## src/rtl/console_pkg.sv

```systemverilog
// console_pkg: shared FSM encoding and constants for the console UART receiver
package console_pkg;
  typedef enum logic [2:0] {IDLE, START, DATA, STOP, BREAK} rx_state_t;
  localparam logic [31:0] DEFAULT_DIV = 32'd53333;
  localparam logic [31:0] MIN_DIV = 32'd4;
  localparam logic [31:0] RX_EMPTY_WORD = 32'hFFFF_FFFF;
endpackage

```

## src/rtl/byte_fifo.sv

```systemverilog
// byte_fifo: 2**AW x 8 synchronous FIFO, first-word-fall-through head, push+pop allowed when full
module byte_fifo #(
  parameter int AW = 3
) (
  input  logic       clk,
  input  logic       rst,
  input  logic       push,
  input  logic [7:0] din,
  input  logic       pop,
  output logic [7:0] dout,
  output logic       full,
  output logic       empty
);
  logic [7:0] mem [2**AW];
  logic [AW-1:0] wp, rp;
  logic [AW:0] cnt;
  logic rd, wr;
  always_comb begin
    full = cnt[AW];
    empty = cnt == '0;
    rd = pop && !empty;
    wr = push && (!full || rd);
    dout = mem[rp];
  end
  always_ff @(posedge clk)
    if (wr) mem[wp] <= din;
  always_ff @(posedge clk or posedge rst)
    if (rst) begin
      wp <= '0;
      rp <= '0;
      cnt <= '0;
    end else begin
      wp <= wr ? wp + 1'b1 : wp;
      rp <= rd ? rp + 1'b1 : rp;
      cnt <= cnt + {{AW{1'b0}}, wr} - {{AW{1'b0}}, rd};
    end
endmodule

```

## src/rtl/console_uart_rx.sv

```systemverilog
// console_uart_rx: 8N1 console receiver with byte FIFO and div/dat registers; CONSOLE_UART_RX_ERRCNT_EN adds rx_errcnt
module console_uart_rx
  import console_pkg::*;
#(
  parameter int FIFO_AW = 3,
  parameter logic [31:0] DEF_DIV = DEFAULT_DIV,
  parameter logic [31:0] CLAMP_DIV = MIN_DIV
) (
  input  logic        clk,
  input  logic        rst,
  input  logic        ser_rx,
  input  logic [3:0]  reg_div_we,
  input  logic [31:0] reg_div_di,
  output logic [31:0] reg_div_do,
  input  logic        reg_dat_re,
  output logic [31:0] reg_dat_do,
  output logic        rx_valid,
  output logic        rx_overrun,
  input  logic        rx_overrun_clr
`ifdef CONSOLE_UART_RX_ERRCNT_EN
  , output logic [7:0] rx_errcnt
`endif
);
  rx_state_t state, state_d;
  logic s1, rx;
  logic [31:0] frame_div, cnt;
  logic [2:0] bitn;
  logic [7:0] shreg, head;
  logic tick_half, tick_full, push, err, full, empty, pop;
  always_comb begin
    tick_half = cnt == (frame_div >> 1);
    tick_full = cnt == frame_div - 32'd1;
    state_d = state;
    push = 1'b0;
    err = 1'b0;
    case (state)
      IDLE: state_d = rx ? IDLE : START;
      START: if (tick_half) begin
        state_d = rx ? IDLE : DATA;
        err = rx;
      end
      DATA: state_d = (tick_full && bitn == 3'd7) ? STOP : DATA;
      STOP: if (tick_full) begin
        state_d = rx ? IDLE : BREAK;
        push = rx;
        err = !rx;
      end
      BREAK: state_d = rx ? IDLE : BREAK;
      default: state_d = IDLE;
    endcase
    pop = reg_dat_re && !empty;
    rx_valid = !empty;
    reg_dat_do = empty ? RX_EMPTY_WORD : {24'b0, head};
  end
  always_ff @(posedge clk or posedge rst)
    if (rst) begin
      s1 <= 1'b1;
      rx <= 1'b1;
      state <= IDLE;
      reg_div_do <= DEF_DIV;
      frame_div <= DEF_DIV;
      cnt <= '0;
      bitn <= '0;
      shreg <= '0;
      rx_overrun <= 1'b0;
    end else begin
      s1 <= ser_rx;
      rx <= s1;
      state <= state_d;
      for (int i = 0; i < 4; i++)
        if (reg_div_we[i]) reg_div_do[8*i +: 8] <= reg_div_di[8*i +: 8];
      if (state == IDLE && !rx) frame_div <= reg_div_do < CLAMP_DIV ? CLAMP_DIV : reg_div_do;
      cnt <= (state_d != state || (state == DATA && tick_full)) ? '0 : cnt + 32'd1;
      if (state == START) bitn <= '0;
      if (state == DATA && tick_full) begin
        shreg[bitn] <= rx;
        bitn <= bitn + 3'd1;
      end
      rx_overrun <= (push && full && !pop) ? 1'b1 : rx_overrun_clr ? 1'b0 : rx_overrun;
    end
`ifdef CONSOLE_UART_RX_ERRCNT_EN
  always_ff @(posedge clk or posedge rst)
    if (rst) rx_errcnt <= '0;
    else rx_errcnt <= rx_overrun_clr ? 8'd0 : (err && rx_errcnt != 8'hFF) ? rx_errcnt + 8'd1 : rx_errcnt;
`endif
  byte_fifo #(.AW(FIFO_AW)) u_fifo (
    .clk(clk),
    .rst(rst),
    .push(push),
    .din(shreg),
    .pop(pop),
    .dout(head),
    .full(full),
    .empty(empty)
  );
endmodule
```

## config.mk

```make
export PLATFORM = sky130hd
export DESIGN_NAME = console_uart_rx
export DESIGN_NICKNAME = d
export VERILOG_FILES = /design/src/rtl/console_pkg.sv /design/src/rtl/byte_fifo.sv /design/src/rtl/console_uart_rx.sv
export SDC_FILE = /design/constraint.sdc
export NUM_CORES = 1
export LEC_CHECK = 0
export BUFFER_PORTS_ARGS = -buffer_cell sky130_fd_sc_hd__buf_4
export CORE_ASPECT_RATIO = 2
export CORE_MARGIN = 1
export CORE_UTILIZATION = 50
export DETAILED_ROUTE_END_ITERATION = 12
export GPL_TIMING_DRIVEN = 0
export PLACE_DENSITY_LB_ADDON = 0.3
export SYNTH_ARGS = -nofsm -noshare
export SYNTH_HDL_FRONTEND = slang
export SYNTH_SLANG_ARGS = --single-unit
```

## constraint.sdc

```tcl
create_clock -name clk -period 10.7 [get_ports clk]
set_input_delay 0.535 -clock clk [delete_from_list [all_inputs] [get_ports clk]]
set_output_delay 0.535 -clock clk [all_outputs]
set_load 0.01 [all_outputs]
```

==> run metrics <==
DR vias=7,130; VDD IR max=0.119 mV; CP Buf/Inv Count=4; Slew @ Worst Pin=0.903 ns; max_cap viols=0; Register Area=approximately 5000 um^2; maximum buffer depth of the clock tree=2; ANT nets after route=0; initial antenna violation count=0; CP max stage cell=nor3b_1; PD cells=165 nW/um^2; H-tree Lvls=4; IO Count=107; delay-heaviest family, CP=simple AND/OR/NAND/NOR gates; number of cells after detailed placement=1,263; Syn Nets=946; Max Freq=209 MHz; Ys Warns=0; Seq pwr share=0.431; clock slew at reported path FFs=0.08 ns; share of layout cells above drive strength 1=0.269; Min Clock Period, post-route=4.79 ns; Critical Path Fanout Max=10; Synth Instances=around 890; Layout Skew=about 0.013 ns; Logic pwr share=0.245; share of the synthesized area in the top cell type=0.274; Multi-input gate area=roughly 4300 um^2; worst endpoint required time=10.86 ns; max_slew headroom=0.393; CP startpoint kind=flop; clock latency on the worst-skew pair=0.45 ns; starting density of the core=0.509; DP HPWL=18,500 um; antenna cell count=0; Num Clock Sinks=187; Fill cells=1,621; Initial DRC Count=about 270; die area=just over 20,000 um^2; Hold WC Path Type=in -> async; number of vias per cell=~5.5; Setup CP Type=reg -> reg; hold_buf cts=0; postcts setup bufs=0; Congestion Overflow GR=0; flops & latches, synth=187; pre-CTS WS=6.01 ns; Fin. Hold Viols=0; worst hold slack=0.0849 ns; WP data arrival=4.94 ns; RSZ-0062 raised after global routing=false; global-route wire length before repair=37,500 um; switching power total=593 uW; ys async rst share=0.658; Nets=1,076; Area Growth Syn to Fin=18.7%; clock buffer count from CTS=17; Pins Over Slew Limit=0; power share of the clock group=0.324; sequential share of the synthesized area=0.514; total track usage=0.257; Port Buffer Count=102; Slowest Stage Delay on Critical Path=0.64 ns; worst path cell trace=inv_1 -> ha_1 -> nor3b_1 -> nand2_1 -> xnor2_1 -> or4_1 -> nor4_2 -> nand4_4 -> buf_2 -> buf_2 -> nor4_2 -> buf_4; final WL=24,100 um; post-synth top area cell=dfrtp_1; fin cells=1,295; Static Leak=0.00519 uW; Synth area leaders=dfrtp_1 (27%), edfxtp_1 (20%), xor2_1 (5.9%); Worst setup EP type=flop; CTS root buf=clkbuf_16; GPL Wtd Cong=0.944; die height=200 um; DRC violations left=0; Core Box Area=roughly 19,000 um^2; number of synthesized flops with an enable pin=64; largest net degree at the start of global routing=82; Mean Syn Cell Area=10.9 um^2; status=finished, final reports clean; Final WS setup=just under 6 ns; Final Setup Violations=0; Int Pwr=1320 uW; Synth Cell Area=9760 um^2; Die X=101 um; Most used DFF post-synth=dfrtp_1; Post-CTS Resized=0; distinct cell type count of the synthesized netlist=58; vias in the first global route=between 7,000 and 8,000; CTS tree=built; Fin Setup TNS=0 ns; router iterations before antenna repair=4; Final Cycle Share=0.448; FP Rows=72; wire per inst=18.6 um; switching share of power=0.309
[worst paths after layout]
| check | startpoint | to | slack [ns] | depth (start not counted) |
|---|---|---|---|---|
| setup / recovery | frame_div[1] | u_fifo.mem[4][5] | 5.91 | 12 |
| hold / removal | rst | cnt[5] | 0.08 | 2 |
| setup reg to reg | frame_div[1] | u_fifo.mem[4][5] | 5.91 | 12 |
| hold reg to reg | s1 | rx | 0.36 | 0 |
| max in group asynchronous | rst | reg_div_do[12] | 9.86 | 3 |
| min in group clk | ser_rx | s1 | 0.20 | 1 |
[logic make-up (layout without fill, tap and decap cells)]
group	Yosys count	in the layout	share of synthesized area
mux	68	68	0.0959
flops	187	187	0.514
buf+inv	109	252	0.0545
fa+ha+maj	12	12	0.0161
simple gates	358	358	0.184
compound gates	51	51	0.0387
xor+xnor	108	108	0.0969
[placed cells by master (no fill, tap or decap), types with 20 or more instances in the layout]
cell,synthesis,layout
inv_1,21,20
edfxtp_1,64,64
nor4_1,40,31
nor2_1,65,65
dfrtp_1,107,107
clkbuf_1,46,46
xnor2_1,42,42
mux2_2,40,40
buf_4,24,134
xor2_1,66,66
nand3_1,22,22
nor3_1,20,20
nand2_1,130,130
[worst register-to-register path: stages, from the launching register on]
cell and delay, ns:
dfrtp_1 0.43, inv_1 0.09, ha_1 0.24, nor3b_1 0.64
nand2_1 0.38, xnor2_1 0.23, or4_1 0.56, nor4_2 0.47
nand4_4 0.26, buf_2 0.28, buf_2 0.23, nor4_2 0.44
buf_4 0.25
[through the flow]
stage                     instance area (um^2)  utilization  total power [uW]
after CTS                                11600        0.604              1940
after floorplan                           9760            -              1140
after global routing                     11600        0.604              2010
after detailed placement                 11000        0.573              1310
after global placement                   10900        0.566              1300
final                                    11600        0.604              1920
[per-layer routing]
layer  vias to the layer above  global-route usage  share of wire
met5                         -                   0              0
li1                       3364                   -              -
met1                      3494               0.224           0.32
met4                         0               0.205          0.073
met2                       196               0.500           0.58
met3                        76              0.0374          0.027
[registers in the layout, summed over array words and instances, names as in the netlist, 3 cells and up]
| register | cells |
|---|---|
| cnt | 32 |
| bitn | 3 |
| frame_div | 32 |
| reg_div_do | 32 |
| state | 3 |
| u_fifo.cnt | 4 |
| u_fifo.rp | 3 |
| shreg | 8 |
| u_fifo.mem | 64 |
| u_fifo.wp | 3 |
[Yosys cell counts (6+ instances only)]
cell,number
mux2_2,40
or3_1,6
nor2_1,65
nand2_1,130
buf_2,13
nand3b_1,7
edfxtp_1,64
o21ai_0,9
xnor2_1,42
o211ai_1,6
nor4_1,40
xor2_1,66
and3_1,8
inv_1,21
mux2i_1,11
buf_4,24
dfstp_2,16
nand4_1,17
ha_1,11
nand3_1,22
clkbuf_1,46
or4_1,11
mux4_2,16
dfrtp_1,107
nor3_1,20
a21oi_1,12
[area by class of cell]
| cell class | count | share of cell area |
|---|---|---|
| Tap cell | 259 | 0.0280 |
| Clock buffer | 17 | 0.0367 |
| Clock inverter | 15 | 0.0141 |
| Inverter | 21 | 0.00723 |
| Buffer | 88 | 0.0391 |
| Sequential cell | 187 | 0.433 |
| Multi-Input combinational cell | 597 | 0.368 |
| Timing Repair Buffer | 111 | 0.0736 |
[power groups by stage]
stage               clock, uW  sequential, uW  combinational, uW
floorplan                   0             835                308
global placement            0             839                459
detailed placement          0             840                471
CTS                       635             826                475
global route              660             832                517
finish                    621             827                469
Power figures use the tool's default switching activity.
